===== src/rtl/disp_strict.sv =====
// Strict-priority dispatcher: one valid/ready stream fanned out whole-packet to the
// lowest-index enabled, ready consumer. Define DISP_STRICT_CNT_EN for per-consumer packet counters.
module disp_strict #(
   parameter int WID     = 4,
   parameter int DAT_WID = 32,
   parameter int CNT_WID = 16
) (
   input  logic                   clk,
   input  logic                   rst,
   input  logic                   in_vld,
   input  logic [DAT_WID-1:0]     in_dat,
   input  logic                   in_lst,
   output logic                   in_rdy,
   input  logic [WID-1:0]         dst_en,
   output logic [WID-1:0]         out_vld,
   output logic [DAT_WID-1:0]     out_dat,
   output logic                   out_lst,
   input  logic [WID-1:0]         out_rdy
`ifdef DISP_STRICT_CNT_EN
   ,
   output logic [WID*CNT_WID-1:0] pkt_cnt
`endif
);

   typedef enum logic {IDLE, LOCK} state_t;

   state_t             state;
   logic               obuf_vld;
   logic [DAT_WID-1:0] obuf_dat;
   logic               obuf_lst;
   logic [WID-1:0]     obuf_dst;
   logic [WID-1:0]     lock_dst;

   logic [WID-1:0]     elig;
   logic [WID-1:0]     cand;
   logic               cand_ok;
   logic               fire_out;
   logic               fire_in;

   // Isolating the lowest set bit gives the strict-priority winner directly.
   assign elig    = out_rdy & dst_en;
   assign cand    = elig & (~elig + WID'(1));
   assign cand_ok = |elig;

   assign fire_out = obuf_vld & (|(obuf_dst & out_rdy));
   assign in_rdy   = ~rst & (~obuf_vld | fire_out) & ((state == LOCK) | cand_ok);
   assign fire_in  = in_vld & in_rdy;

   assign out_vld = obuf_dst & {WID{obuf_vld}};
   assign out_dat = obuf_dat;
   assign out_lst = obuf_lst;

   // A loading beat takes priority over draining, so drain and refill share one cycle.
   always_ff @(posedge clk or posedge rst) begin
      if (rst) begin
         state    <= IDLE;
         obuf_vld <= 1'b0;
         obuf_dat <= '0;
         obuf_lst <= 1'b0;
         obuf_dst <= '0;
         lock_dst <= '0;
      end else if (fire_in) begin
         obuf_vld <= 1'b1;
         obuf_dat <= in_dat;
         obuf_lst <= in_lst;
         if (state == IDLE) begin
            obuf_dst <= cand;
            if (!in_lst) begin
               lock_dst <= cand;
               state    <= LOCK;
            end
         end else begin
            obuf_dst <= lock_dst;
            if (in_lst) begin
               state <= IDLE;
            end
         end
      end else if (fire_out) begin
         obuf_vld <= 1'b0;
      end
   end

`ifdef DISP_STRICT_CNT_EN
   // A packet is counted when its last beat leaves the buffer.
   always_ff @(posedge clk or posedge rst) begin
      if (rst) begin
         pkt_cnt <= '0;
      end else if (fire_out && obuf_lst) begin
         for (int i = 0; i < WID; i++) begin
            if (obuf_dst[i]) begin
               pkt_cnt[i*CNT_WID +: CNT_WID] <= pkt_cnt[i*CNT_WID +: CNT_WID] + CNT_WID'(1);
            end
         end
      end
   end
`else
   // Counter width only matters when counters are built; keep it referenced.
   if (CNT_WID < 1) begin : g_cnt_wid_unused
   end
`endif

endmodule


===== config.mk =====
export PLATFORM = sky130hd
export DESIGN_NAME = disp_strict
export DESIGN_NICKNAME = d
export VERILOG_FILES = /design/src/rtl/disp_strict.sv
export SDC_FILE = /design/constraint.sdc
export NUM_CORES = 1
export LEC_CHECK = 0
export CAP_MARGIN = 30
export CORE_UTILIZATION = 42
export CTS_BUF_LIST = sky130_fd_sc_hd__clkbuf_8
export DETAILED_ROUTE_END_ITERATION = 6
export PLACE_DENSITY_LB_ADDON = 0.08
export SYNTH_ARGS = -nofsm -noshare
export SYNTH_HDL_FRONTEND = slang
export SYNTH_SLANG_ARGS = --single-unit

===== constraint.sdc =====
create_clock -name clk -period 1.9 [get_ports clk]
set_input_delay 0.285 -clock clk [delete_from_list [all_inputs] [get_ports clk]]
set_output_delay 0.285 -clock clk [all_outputs]
set_load 0.005 [all_outputs]

==> results of run 1 <==
-- critical path, delay by kind of cell, from the launching register on --
kind | cells | cell delay (ps)
AO/OA/AOI/OAI | 2 | 560
buffers and inverters | 4 | 540
flip-flops | 1 | 410
multiplexers | 1 | 300
AND/OR/NAND/NOR | 1 | 100
-- power breakdown --
group	leakage (nW)	switching [mW]	internal, mW	total (mW)
sequential	0.516	0.285	1.37	1.66
clock	0.0695	0.305	0.520	0.825
combinational	0.981	0.682	1.71	2.39
total	1.57	1.27	3.60	4.87
-- per-stage QoR --
step           hold WS, ps  total power, mW  util [%]  setup TNS [ps]  worst slack, ps
5_1_grt                508             5.11      81.7           -4780             -187
6_report               488             4.87      81.7           -2400             -132
4_1_cts                489             4.72      80.1            -767            -56.1
2_1_floorplan          375             2.30         -               0              241
3_3_place_gp           477             3.33      68.1           -9660             -347
3_5_place_dp           486             3.41      68.1          -12580             -390
-- worst paths after layout --
kind                        startpoint     endpoint  slack, ps  cells after the start
max                        obuf_dst[3]   out_dat[6]       -130                      8
min                                rst  out_dat[30]        490                      4
max reg2reg                obuf_dst[3]   out_dat[6]       -130                      8
min reg2reg                lock_dst[3]  lock_dst[3]        500                      1
max in group asynchronous          rst  out_dat[16]       1180                      4
min in group clk           lock_dst[3]  lock_dst[3]        500                      1
-- repair_timing --
item | CTS | global route
pin swaps | 4 | 3
gates resized for setup | 38 | 18
endpoints found under the setup margin | 26 | 43
buffers inserted | 13 | 4
hold buffers | 0 | 0
cloned | 3 | 0
-- flip-flops by register name, indices dropped and copies added (netlist names) --
signal / cells
out_dat: 32
lock_dst: 4
obuf_dst: 4
obuf_vld: 1
out_lst: 1
state: 1
-- routing by layer --
metal | GRT usage (%) | wire [microns]
met1 | 28.7 | 2140
met2 | 40.0 | 2730
met3 | 7.09 | 312
met4 | 11.2 | 124
met5 | 0 | 0
-- cells in the final DEF, fill, tap and decap left out, drive strengths merged --
cell,netlist,layout
clkdlybuf4s50,0,78
dfrtp,43,43
mux2,39,39
buf,4,32
nand2,8,8
clkbuf,0,6
and2,5,5
nand3,4,4
inv,3,3
mux2i,2,2
o2bb2ai,2,2
o21ai,2,2
bufinv,0,2
dlygate4sd2,0,2
a222oi,1,1
a31oi,1,1
a221oi,1,1
nor3b,1,1
and3,1,1
or3b,1,1
a32o,1,1
clkinv,0,1
or3,1,1
-- cells by family (layout without fill, tap and decap cells) --
logic type             count (synthesis)  after routing  synth area share [%]
AOI/OAI and AO/OA                      8              8                  3.86
buffers and inverters                  7            124                  3.16
DFF                                   43             43                  60.3
muxes                                 41             41                  26.2
and+or+nand+nor                       21             21                  6.52
-- cell type report --
cell class              count  area, sq um  area share (%)
repair buffers            113         1200            36.4
flip-flops and latches     43         1080            32.7
multi-input cells          70          810            24.6
clock buffers               5         68.8            2.09
clock inverters             3         63.8            1.94
well taps                  50         62.6            1.90
inverters                   3         11.3           0.342
==> flow_summary.yaml, run 1 <==
clock_network:
  numCtsBuffers: 5
  cts_sinks: 43
  cts_tree: "done"
  cts-root-buf: "clkbuf_8"
  insertion_delay_ps: 300
  htreeDepth: 2
  clkTransAtPathRegs_ps: 90
  cts_buffer_depth: 2
cells_and_area:
  syn_to_final_growth_pct: 84.4
  n_fill_cell: 209
  final_nets: 280
  drive_above_1_share_pct: 36.3
  diodes: 0
  stdcell_area_sq_um: 3290
  stdcell_count: 287
routing:
  drt_iter0_drc: 52
  wl_microns: 5310
  ant_nets: 0
  post_drt_wl_per_cell_microns: 18.5
  drc: 0
  drt-pass1-iter-count: 4
  via_count: 1461
  vias_per_cell: 5.09
synthesis:
  yosys_warnings: 0
  synthFlopType: "dfrtp_1"
  postSynthAreaPerCell_sq_um: 14.9
  synth_seq_area_share_pct: 60.3
  synth.most_common_cell: "dfrtp_1"
  netlist_area_sq_um: 1780
  synth_top_cell_area_share_pct: 60.3
  synth.distinct_cells: 21
  async_flop_share_pct: 100
  yosys.area.top_type: "dfrtp_1"
  synth_nets: 164
  synth_seq_cells: 43
  synthTopCellsByArea: "dfrtp_1, mux2_2, buf_6"
  synthCells: 120
  netlist_top_cells_count: "dfrtp_1, mux2_2, nand2_1"
  synth_edf_count: 0
power:
  ir_drop_uv: 885
  power-per-cell-area_nw_per_um2: 1480
  leakage_nw: 1.57
worst_setup_path:
  crit_type: "flip-flop to flip-flop"
  critPathMaxStageDelay_ps: 410
  cpMaxStageDelayCell: "dfrtp_1"
  crit_top_cell: "buf_12"
  crit_required_ps: 2090
  start_kind: "flip-flop"
  timing.critical_path.cells: "a222oi_1 > a31oi_1 > buf_4 > nand3_4 > buf_12 > buf_16 > buf_12 > mux2_4"
  critPathArrivalTime_ps: 2220
  cp_max_fo: 7
  cp-end-kind: "flip-flop"
timing:
  tightestPinTransition_ps: 372
  post-route-period-util_pct: 107
  setup_viol: 41
  max_freq_mhz: 492
  period_minus_slack_ps: 2030
  setup_slack_ps: -132
  slew_headroom_pct: 75.2
  hold_viol: 0
  drv_slew: 0
  rsz0062_at_grt: "yes"
  clock_skew_ps: 14.8
placed_design:
  hpwl_microns: 2940
  place_inst: 261
  placed_area_sq_um: 2740
  place_congestion: 0.844
  numPortBuffers: 81
die:
  pin_count: 82
  num_rows: 23
  floorplan.initialDensity_pct: 44.3
  die_h_microns: 67.2
  die_width_microns: 67.2
  die_area_sq_um: 4510
  core_sq_um: 4030
grt:
  grt-ovfl-total: 0
  grt_pass1_vias: 1541
  grt_max_degree: 44
  antenna_found_initial: 0
  grt_first_pass_wirelength_microns: 7660
  grt_use_total_pct: 24.1
status:
  violations: "setup timing"
  status: "complete, but fails checks"
run:
  cap_violations: 0
worst_hold_path:
  hold_class: "input pin to asynchronous set/reset pin"
No activity file was read; power rests on OpenSTA's default activity.
==> run 2, diff against run 1 <==
==> constraint.sdc (replaced) <==
create_clock -name clk -period 1.9 [get_ports clk]
set_input_delay 0.38 -clock clk [delete_from_list [all_inputs] [get_ports clk]]
set_output_delay 0.38 -clock clk [all_outputs]
set_load 0.005 [all_outputs]
==> run 2 against run 1 <==
The flow still finishes with violations (setup timing). Global-route usage is 0.48 points lower. Worst setup slack gained 92 ps. Critical path depth fell by 1. Die area is the same. Sequential power is essentially flat. Largest power group unchanged.
==> flow_summary.yaml, run 2 (same netlist as run 1, synthesis figures left out) <==
timing:
  slew_headroom_pct: 76.0
  holdWs_ps: 463
  setup_viol: 14
  period_minus_slack_ps: 1940
  clock_skew_ps: 5.74
  post-route-period-util_pct: 102
  setup_tns_ps: -387
  setup_slack_ps: -40.0
  drv_slew: 0
  tightestPinTransition_ps: 360
  max_freq_mhz: 515
  hold_viol: 0
  rsz0062_at_grt: "yes"
grt:
  grt_pass1_vias: 1514
  grt_max_degree: 44
  grt_first_pass_wirelength_microns: 7580
  grt-ovfl-total: 0
  grt_use_total_pct: 23.6
  antenna_found_initial: 0
routing:
  post_drt_wl_per_cell_microns: 17.4
  ant_nets: 0
  drt-pass1-iter-count: 5
  drc: 0
  via_count: 1422
  drt_iter0_drc: 65
  wl_microns: 4920
  vias_per_cell: 5.02
cells_and_area:
  fin_util_pct: 78.4
  largest_register_ffs: 32
  diodes: 0
  final_cell_mix: "clkdlybuf4s50_1, dfrtp_1, mux2_4, buf_4, mux2_2"
  drive_above_1_share_pct: 36.9
  syn_to_final_growth_pct: 77.1
  stdcell_area_sq_um: 3160
  stdcell_count: 283
  layout_commonest_cell: "clkdlybuf4s50_1"
  final_nets: 276
clock_network:
  cts_buffer_depth: 2
  numCtsBuffers: 5
  insertion_delay_ps: 290
  cts_tree: "done"
  htreeDepth: 2
  clkTransAtPathRegs_ps: 80
  cts_sinks: 43
  cts-root-buf: "clkbuf_8"
worst_setup_path:
  cpMaxStageDelayCell: "dfrtp_1"
  cp-end-kind: "flip-flop"
  r2r_setup_slack_ps: -40
  timing.critical_path.cells: "a222oi_1 > a31oi_1 > buf_4 > nand3_4 > buf_12 > buf_12 > mux2_4"
  cp_max_fo: 7
  crit_type: "flip-flop to flip-flop"
  critPathMaxStageDelay_ps: 400
  crit_required_ps: 2080
  crit_top_cell: "buf_12"
  start_kind: "flip-flop"
  crit_family: "compound AO/OA/AOI/OAI gates"
  cp_num_buf_inv: 3
  critPathArrivalTime_ps: 2120
placed_design:
  placed_area_sq_um: 2770
  place_inst: 265
  place_ws_ps: -497
  place_congestion: 0.881
  numPortBuffers: 81
  hpwl_microns: 2980
power:
  sw_frac_of_total_pct: 26.8
  comb_power_share_pct: 48.3
  power.switching_mw: 1.23
  leakage_nw: 1.49
  ir_drop_uv: 907
  power-per-cell-area_nw_per_um2: 1450
  power_frac_seq_pct: 35.9
  power.total_mw: 4.59
  p_int_mw: 3.36
  power_frac_clock_pct: 15.8
die:
  core_sq_um: 4030
  die_width_microns: 67.2
  die_area_sq_um: 4510
  die_h_microns: 67.2
  num_rows: 23
  floorplan.initialDensity_pct: 44.3
  pin_count: 82
status:
  status: "complete, but fails checks"
  violations: "setup timing"
run:
  cap_violations: 0
worst_hold_path:
  hold_class: "input pin to flip-flop"
==> run 2: path summary, 6_finish.rpt <==
| check | start | endpoint | cells after the start |
|---|---|---|---|
| max reg2reg | obuf_dst[0] | out_dat[11] | 7 |
| max | obuf_dst[0] | out_dat[11] | 7 |
| max in group asynchronous | rst | out_lst | 4 |
| min | out_rdy[0] | obuf_vld | 4 |
| min reg2reg | out_dat[18] | out_dat[18] | 1 |
| min in group asynchronous | rst | obuf_vld | 4 |
==> run 2: area by class of cell <==
cell class                      instances  area [sq um]
Fill cell                             240           868
Sequential cell                        43          1080
Clock buffer                            6          82.6
Multi-Input combinational cell         70           793
Inverter                                3          11.3
Tap cell                               50          62.6
Timing Repair Buffer                  109          1100
Clock inverter                          2          35.0
==> run 2: power groups by stage <==
stage / Combinational [mW] / Sequential (mW) / Clock, mW
6_report: 2.22 / 1.65 / 0.727
5_1_grt: 2.36 / 1.70 / 0.786
4_1_cts: 2.26 / 1.63 / 0.740
3_5_place_dp: 1.81 / 1.63 / 0
3_3_place_gp: 1.76 / 1.60 / 0
2_1_floorplan: 0.664 / 1.64 / 0
==> run 2: timing repair <==
item | 4_1_cts | 5_1_grt
pin swaps | 6 | 5
setup endpoints to repair | 38 | 41
buffers inserted | 11 | 2
gates cloned | 3 | 0
hold buffers | 0 | 0
resized for setup | 58 | 6
==> run 2: routing by layer <==
| metal | global-route usage, % | share of wire, % | vias up |
|---|---|---|---|
| met5 | 0 | 0 | - |
| met4 | 10.6 | 2.3 | 0 |
| met3 | 5.57 | 6.8 | 12 |
| met2 | 39.6 | 50 | 62 |
| met1 | 28.8 | 41 | 700 |
| li1 | - | - | 648 |
==> run 2: tightest hold or removal path, cell delays in order <==
cell	delay [ps]
buf_2	100
a222oi_1	110
nand3_1	90
nand2_1	40
==> run 3, diff against run 2 <==
--- a/config.mk
+++ b/config.mk
@@ -6,6 +6,7 @@
 export NUM_CORES = 1
 export LEC_CHECK = 0
 export CAP_MARGIN = 30
+export CORE_ASPECT_RATIO = 0.9
 export CORE_UTILIZATION = 42
 export CTS_BUF_LIST = sky130_fd_sc_hd__clkbuf_8
 export DETAILED_ROUTE_END_ITERATION = 6
==> run 3 against run 2 <==
The flow finishes with violations (DRC, setup timing). Maximum frequency is 5.7% lower. First-iteration DRC count is 4.6% lower. Global-route usage is 1.2 points higher. Final area is 4.2% higher. Worst setup slack worse by 120 ps. Sequential cell count stayed put. Critical path type is now flip-flop to output port.
==> flow_summary.yaml, run 3 (same netlist as run 1, synthesis figures left out) <==
placed_design:
  place_congestion: 0.813
  hpwl_microns: 3090
  numPortBuffers: 81
  placed_area_sq_um: 2760
die:
  die_area_sq_um: 4510
  die_h_microns: 63.8
  num_rows: 22
  core_sq_um: 4070
  pin_count: 82
  floorplan.initialDensity_pct: 43.8
  die_width_microns: 70.7
clock_network:
  numCtsBuffers: 5
  cts_buffer_depth: 2
  insertion_delay_ps: 290
  htreeDepth: 2
  cts_tree: "done"
  hold_buffers: 0
  clkTransAtPathRegs_ps: 80
  cts-root-buf: "clkbuf_8"
  cts_sinks: 43
timing:
  tightestPinTransition_ps: 683
  hold_viol: 0
  setup_tns_ps: -2940
  clock_skew_ps: 5.91
  setup_slack_ps: -158
  post-route-period-util_pct: 108
  setup_viol: 35
  max_freq_mhz: 486
  slew_headroom_pct: 54.2
  drv_slew: 0
  rsz0062_at_grt: "yes"
  period_minus_slack_ps: 2060
cells_and_area:
  drive_above_1_share_pct: 38.4
  multi_input_area_sq_um: 818
  diodes: 0
  final_cell_mix: "clkdlybuf4s50_1, dfrtp_1, mux2_4, buf_4"
  n_fill_cell: 232
  largest_register_ffs: 32
  fin_util_pct: 80.8
  syn_to_final_growth_pct: 84.6
  ff_latch_area_sq_um: 1080
  stdcell_area_sq_um: 3290
  layout_commonest_cell: "clkdlybuf4s50_1"
  final_nets: 285
routing:
  ant_nets: 0
  vias_per_cell: 5.07
  drt_iter0_drc: 62
  wl_microns: 5260
  drt-pass1-iter-count: 6
  drc: 11
  post_drt_wl_per_cell_microns: 18.1
  via_count: 1471
worst_setup_path:
  cpMaxStageDelayCell: "dfrtp_1"
  crit_required_ps: 1520
  cp_max_fo: 3
  crit_top_cell: "buf_6"
  start_kind: "flip-flop"
  critPathMaxStageDelay_ps: 410
  crit_type: "flip-flop to output port"
  critPathArrivalTime_ps: 1680
  timing.critical_path.cells: "a222oi_1 > buf_4 > a31oi_4 > buf_6 > and2_4 > buf_6"
  cp-end-kind: "output port"
grt:
  antenna_found_initial: 0
  grt_use_total_pct: 24.9
  use_met2_pct: 43.1
  grt_first_pass_wirelength_microns: 8540
  grt-busiest-layer: "met2"
  grt_pass1_vias: 1671
  grt-ovfl-total: 0
  grt_use_met3_pct: 6.78
  grt_max_degree: 27
  use_met1_pct: 30.6
status:
  status: "complete, but fails checks"
  violations: "DRC, setup timing"
worst_hold_path:
  hold_class: "flip-flop to flip-flop"
power:
  leakage_nw: 1.57
  power-per-cell-area_nw_per_um2: 1460
  ir_drop_uv: 1020
run:
  cap_violations: 0
## run 3: cell type report
class	instances	share of cell area, %
sequential	43	32.7
tap	48	1.82
timing repair buffer	118	37.2
clock inverter	1	0.228
inverter	3	0.342
multi-input combinational	70	24.8
clock buffer	7	2.93
## run 3: worst max-delay path, delay by kind of cell, from the launching register on
family,cells,cell delay [ps]
simple gates,1,140
compound gates,2,410
flops,1,410
buf+inv,3,420
## run 3: per-layer routing
| layer | wire length [microns] | share of wire (%) |
|---|---|---|
| met1 | 2160 | 41 |
| met2 | 2720 | 52 |
| met4 | 56 | 1.1 |
| met3 | 323 | 6.1 |
| met5 | 0 | 0 |
## run 3: repair_timing
action                     4_1_cts  5_1_grt
pin swaps                        3        2
buffers inserted                20        3
gates resized for setup         38       33
cloned                           5        0
setup endpoints to repair       42       42
## run 3: stage by stage
step,worst slack [ps],power [mW],cells,hold WS [ps]
6_report,-158,4.80,290,509
5_1_grt,-282,5.05,290,528
3_5_place_dp,-620,3.44,260,487
2_1_floorplan,212,2.30,120,456
4_1_cts,-174,4.68,292,505
3_3_place_gp,-513,3.34,260,480
## run 3: path summary, 6_finish.rpt
path | from | end | slack [ps] | depth (start not counted)
max in group asynchronous | rst | lock_dst[1] | 770 | 4
hold / removal | out_dat[29] | out_dat[29] | 510 | 1
setup reg to reg | obuf_dst[0] | out_dat[13] | -110 | 9
setup / recovery | obuf_dst[0] | in_rdy | -160 | 6
hold reg to reg | out_dat[29] | out_dat[29] | 510 | 1
min in group asynchronous | rst | out_dat[22] | 620 | 3
## run 3: where the power goes
| group | leakage (nW) | total, mW | switching [mW] | internal, mW |
|---|---|---|---|---|
| clock | 0.0505 | 0.644 | 0.314 | 0.331 |
| combinational | 0.999 | 2.47 | 0.701 | 1.77 |
| sequential | 0.516 | 1.68 | 0.313 | 1.37 |
| total | 1.57 | 4.80 | 1.33 | 3.47 |
==> patch 1: new RTL, flow settings as in run 3 <==
`DAT_WID`: 32 -> 64.
--- a/src/rtl/disp_strict.sv
+++ b/src/rtl/disp_strict.sv
@@ -3,5 +3,5 @@
 module disp_strict #(
    parameter int WID     = 4,
-   parameter int DAT_WID = 32,
+   parameter int DAT_WID = 64,
    parameter int CNT_WID = 16
 ) (
Interface: changed (resized in_dat and out_dat); port bits go from 82 to 146. The function was not compared with the original's and may differ.
==> patch 1 against run 3 <==
- power up 64%
- sequential cell count up 32
- worst setup slack better by 0.16 ns
- via count up 52%
- clock skew up 0.0057 ns
- routed wire length up 47%
- final area up 60%
- synthesized area up 85%
- critical endpoint unchanged
==> patch 1: results (changes against run 3) <==
* Outcome: completed (was finished with violations)
* Post-Synth Adder-Cell Area at 0% (unchanged)
* Global-route wire length before repair at 11.30 mm (was 8.535 mm)
* Place WS at -0.4761 ns (was -0.6204 ns)
* Fin nets at 442 (was 285)
* GPL Wtd Cong at 0.7775 (was 0.8127)
* Number of flip-flops in the largest register at 64 (was 32)
* Largest net degree at the start of global routing at 42 (was 27)
* Least-Margin Pin Slew at 0.5128 ns (was 0.6830 ns)
* Tot GR Track Use at 18.40% (was 24.88%)
* Diodes inserted at 0 (unchanged)
* Share of layout cells above drive strength 1 at 30.73% (was 38.43%)
* Post-synthesis compound-gate area fraction at 1.517% (was 3.857%)
* Pint at 0.005790 W (was 0.003474 W)
* Wirelength per Cell at 16.53 um (was 18.14 um)
* Htree depth at 3 (was 2)
* Non-Filler Instances at 467 (was 290)
* Post-synthesis sequential area ratio at 56.88% (was 60.31%)
* Placed Instances at 442 (was 260)
* Ranking of synthesized cells by area: dfrtp_1, mux2_4, buf_12 (was dfrtp_1, mux2_2, buf_6)
* Crit path from: dst_en[0] (was obuf_dst[0])
* Initial DRC Count at 54 (was 62)
* Post-CTS setup buffers at 2 (was 20)
* Leak at 2.345 nW (was 1.566 nW)
* Worst min path class: in -> reg (was reg -> reg)
* Max Clock Skew at 0.01166 ns (was 0.005913 ns)
* Pre-antenna DRT Iters at 4 (was 6)
* Via density per instance at 4.786 (was 5.072)
* Syn avg cell area at 17.01 um^2 (was 14.87 um^2)
* Post-synthesis mux area share at 31.78% (was 26.16%)
* Synth top cells by count: dfrtp_1, mux2_4, nand2_1 (was dfrtp_1, mux2_2, nand2_1)
* TritonCTS Buffers at 9 (was 5)
* Worst vdd ir at 0.5953 mV (was 1.021 mV)
* CP arrival at 1.52 ns (was 1.68 ns)
* HPWL after DPL at 5.190 mm (was 3.093 mm)
* CTS-repair resized insts at 8 (was 38)
* HP Start: out_rdy[0] (was out_dat[29])
* Syn Nets at 270 (was 164)
* Port Buf Inserts at 145 (was 81)
* Dpl cell area at 4886 um^2 (was 2760 um^2)
* CP Max Fanout at 5 (was 3)
* Number of global-route vias before repair at 2201 (was 1671)
* Later-pin clock latency in the skew report at 0.34 ns (was 0.29 ns)
* Reg-to-Reg Start: obuf_dst[3] (was obuf_dst[0])
patch 1: per-layer routing:
metal  track usage (%)  routed length [um]  up-vias
met4             4.071                  61        0
met1             24.73                3589     1102
met2             28.57                3517       94
met3             6.649                 551        7
met5                 0                   0        -
li1                  -                   -     1032
patch 1: layout make-up:
type | count | area [um^2]
Fill cell | 546 | 2322
Tap cell | 96 | 120.1
Sequential cell | 75 | 1877
Inverter | 3 | 15.01
Clock inverter | 5 | 58.81
Multi-Input combinational cell | 108 | 1264
Timing Repair Buffer | 169 | 1774
Clock buffer | 11 | 151.4
patch 1: critical path: stages:
cell             delay, ns
clkdlybuf4s50_1       0.44
a21oi_2               0.16
nand4_1               0.18
and3_1                0.24
buf_2                 0.12
patch 1: path summary, 6_finish.rpt:
kind | end | slack [ns] | cells past startpoint
worst max-delay path | in_rdy | 0.0004 | 5
worst min-delay path | lock_dst[0] | 0.51 | 3
worst max register to register | out_dat[20] | 0.03 | 6
worst min register to register | out_dat[13] | 0.51 | 1
max in group asynchronous | out_dat[25] | 0.81 | 4
min in group asynchronous | out_dat[41] | 0.60 | 3
patch 1: power by group through the flow:
stage / clock network (W) / logic, W / registers (W)
3_3_place_gp: 0 / 0.00352 / 0.00286
2_1_floorplan: 0 / 0.00164 / 0.00289
5_1_grt: 0.00140 / 0.00395 / 0.00297
4_1_cts: 0.00132 / 0.00364 / 0.00287
6_report: 0.00127 / 0.00371 / 0.00287
3_5_place_dp: 0 / 0.00355 / 0.00288
patch 1: metrics by stage:
step                utilization [%]  TNS [ns]  hold WS [ns]
finish                        69.37         0        0.5086
global route                  69.37   -0.7852        0.5125
CTS                           67.72    -3.085        0.4885
detailed placement            64.44    -25.83        0.4917
global placement              64.44    -22.81        0.4876
floorplan                         -    -48.66        0.4698
==> patch 2: new RTL, config.mk and constraints of run 3 <==
Made on the original files. Build with the macro `DISP_STRICT_CNT_EN` defined.
--- a/src/rtl/disp_strict.sv
+++ b/src/rtl/disp_strict.sv
@@ -1,4 +1,6 @@
 // Strict-priority dispatcher: one valid/ready stream fanned out whole-packet to the
 // lowest-index enabled, ready consumer. Define DISP_STRICT_CNT_EN for per-consumer packet counters.
+`define DISP_STRICT_CNT_EN
+
 module disp_strict #(
    parameter int WID     = 4,
Formal check against the unedited RTL (old outputs only; new: pkt_cnt): equivalent (Yosys induction, for registers that start in step).
==> patch 2 against run 3 <==
- the flow now finishes without violations
- routed wire length rose by 100%
- worst setup slack better by 0.23 ns
- cell count grew 150%
- power grew 50%
- final area increased by 110%
- global-route usage shrank 5.9 points
- synthesized area grew to 2.7 times the old value
- clock skew grew 0.0065 ns
- sequential cell count increased by 64
- clock power is 140% higher
- register-to-register slack improved by 0.20 ns
- die area grew to 2.6 times the old value
- first-iteration DRC count rose to 2.8 times the old value
==> patch 2: results (changes against run 3) <==
* Setup slack, reg-to-reg at 0.09 ns (was -0.11 ns)
* Max Clock Skew at 0.01246 ns (was 0.005913 ns)
* Later-pin clock latency in the skew report at 0.38 ns (was 0.29 ns)
* Place WS at -0.3651 ns (was -0.6204 ns)
* Crit-path max cell delay at 0.43 ns (was 0.41 ns)
* Post-CTS Hold Fix Bufs at 0 (unchanged)
* HPWL after DPL at 7.616 mm (was 3.093 mm)
* Slowest CP cell: clkdlybuf4s50_1 (was dfrtp_1)
* Largest register by flop count: pkt_cnt
* Worst vdd ir at 0.8684 mV (was 1.021 mV)
* Ys async rst share at 100.0% (unchanged)
* Synth top cells by count: dfrtp_1, xnor2_1, mux2_1 (was dfrtp_1, mux2_2, nand2_1)
* GPL Wtd Cong at 0.8139 (was 0.8127)
* Synth unique cells at 36 (was 21)
* Ranking of synthesized cells by area: dfrtp_1, mux2_1, xnor2_1 (was dfrtp_1, mux2_2, buf_6)
* Share of layout cells above drive strength 1 at 14.54% (was 38.43%)
* Fillers at 900 (was 232)
* Reg-to-reg endpoint: out_dat[15] (was out_dat[13])
* Post-synthesis mux area share at 10.28% (was 26.16%)
* Diodes inserted at 0 (unchanged)
* Number of flip-flops in the largest register at 64 (was 32)
* Synth Flop Type: dfrtp_1 (unchanged)
* Total DRC errors in the routed layout at 0 (was 11)
* Largest delay contributor family on the critical path: buffers and inverters (unchanged)
* TritonCTS Buffers at 9 (was 5)
* CP arrival at 2.09 ns (was 1.68 ns)
* Dpl cell area at 6670 um^2 (was 2760 um^2)
* Post-Synth Adder-Cell Area at 1.046% (was 0%)
* Post-synthesis compound-gate area fraction at 5.676% (was 3.857%)
* CTS Buffer Depth at 2 (unchanged)
* Post-synthesis sequential area ratio at 55.98% (was 60.31%)
* Crit path from: dst_en[0] (was obuf_dst[0])
* Outcome: completed (was finished with violations)
* Number of global-route vias before repair at 3487 (was 1671)
* Port Buf Inserts at 145 (was 81)
* Tot GR Track Use at 18.94% (was 24.88%)
* Clk Tree Root Cell: clkbuf_8 (unchanged)
* Syn Nets at 423 (was 164)
* Syn. warnings at 0 (unchanged)
* Htree depth at 3 (was 2)
* Initial DRC Count at 173 (was 62)
* Min Hold Slack at 0.4366 ns (was 0.5088 ns)
* Fin nets at 614 (was 285)
* GR Layer Usage met2 at 29.51% (was 43.15%)
* Synth Area in XOR/XNOR at 10.99% (was 0%)
* FF-to-FF path depth at 7 (was 9)
* GRT met3 Usage at 7.226% (was 6.782%)
* Via density per instance at 4.925 (was 5.072)
* Slew margin rel. at 67.71% (was 54.19%)
* Worst min path class: in -> async (was reg -> reg)
* Pre-antenna DRT Iters at 4 (was 6)
* Total length of routed wires at 10.54 mm (was 5.260 mm)
* Initial antenna violation count at 0 (unchanged)
* Global-route wire length before repair at 17.11 mm (was 8.535 mm)
* Largest net degree at the start of global routing at 94 (was 27)
* CP Max Fanout at 11 (was 3)
* Leak at 3.038 nW (was 1.566 nW)
* Met1 usage at 24.84% (was 30.59%)
* Reg-to-Reg Start: obuf_dst[1] (was obuf_dst[0])
[patch 2: area by class of cell]
class	instances	area (um^2)	share of cell area, %
flip-flops and latches	107	2681	38.49
multi-input cells	254	2029	29.13
repair buffers	189	1824	26.19
well taps	152	190.2	2.730
clock buffers	10	137.6	1.976
clock inverters	6	81.33	1.167
inverters	5	22.52	0.3233
[patch 2: worst register-to-register path: stages, from the launching register on]
cell and delay (ns):
dfrtp_2 0.45, a22oi_4 0.19, nand3_2 0.10, buf_4 0.14
buf_4 0.13, nand4_2 0.13, buf_4 0.22, mux2_1 0.34
[patch 2: worst max path at each step]
stage,endpoint,slack (ns)
5_1_grt,out_vld[2],0.01
4_1_cts,in_rdy,-0.002
3_3_place_gp,in_rdy,-0.35
3_5_place_dp,in_rdy,-0.37
6_report,out_dat[15],0.07
2_1_floorplan,obuf_dst[1],-1.12
[patch 2: report_power, final]
| part | internal [W] | total, W | switching (W) |
|---|---|---|---|
| Sequential | 0.00279 | 0.00313 | 0.000349 |
| Combinational | 0.00159 | 0.00254 | 0.000954 |
| Clock | 0.000770 | 0.00153 | 0.000763 |
| Total | 0.00515 | 0.00721 | 0.00207 |
[patch 2: repair_timing]
action                     CTS  global route
buffers inserted             4             4
setup endpoints to repair    5             3
gates cloned                 0             0
resized for setup           18             4
pin swaps                    4             4
[patch 2: kinds of logic after synthesis]
family          after synthesis
simple gates                128
mux                          44
fa+ha+maj                     4
flops                       107
compound gates               18
xor+xnor                     60
buf+inv                      14
[patch 2: stage by stage]
step                      cells  utilization [%]  setup TNS [ns]
after detailed placement    699            60.94          -21.63
after floorplan             375                -          -46.03
after global routing        723            63.65               0
after CTS                   719            63.39       -0.001736
after global placement      699            60.94          -18.95
final                       723            63.65               0
[patch 2: layer usage]
| metal | up-vias | part of all wire (%) | routed length, um |
|---|---|---|---|
| li1 | 1712 | - | - |
| met1 | 1728 | 46 | 4891 |
| met2 | 112 | 45 | 4717 |
| met3 | 9 | 7.8 | 821 |
| met4 | 0 | 1.0 | 106 |
| met5 | - | 0 | 0 |
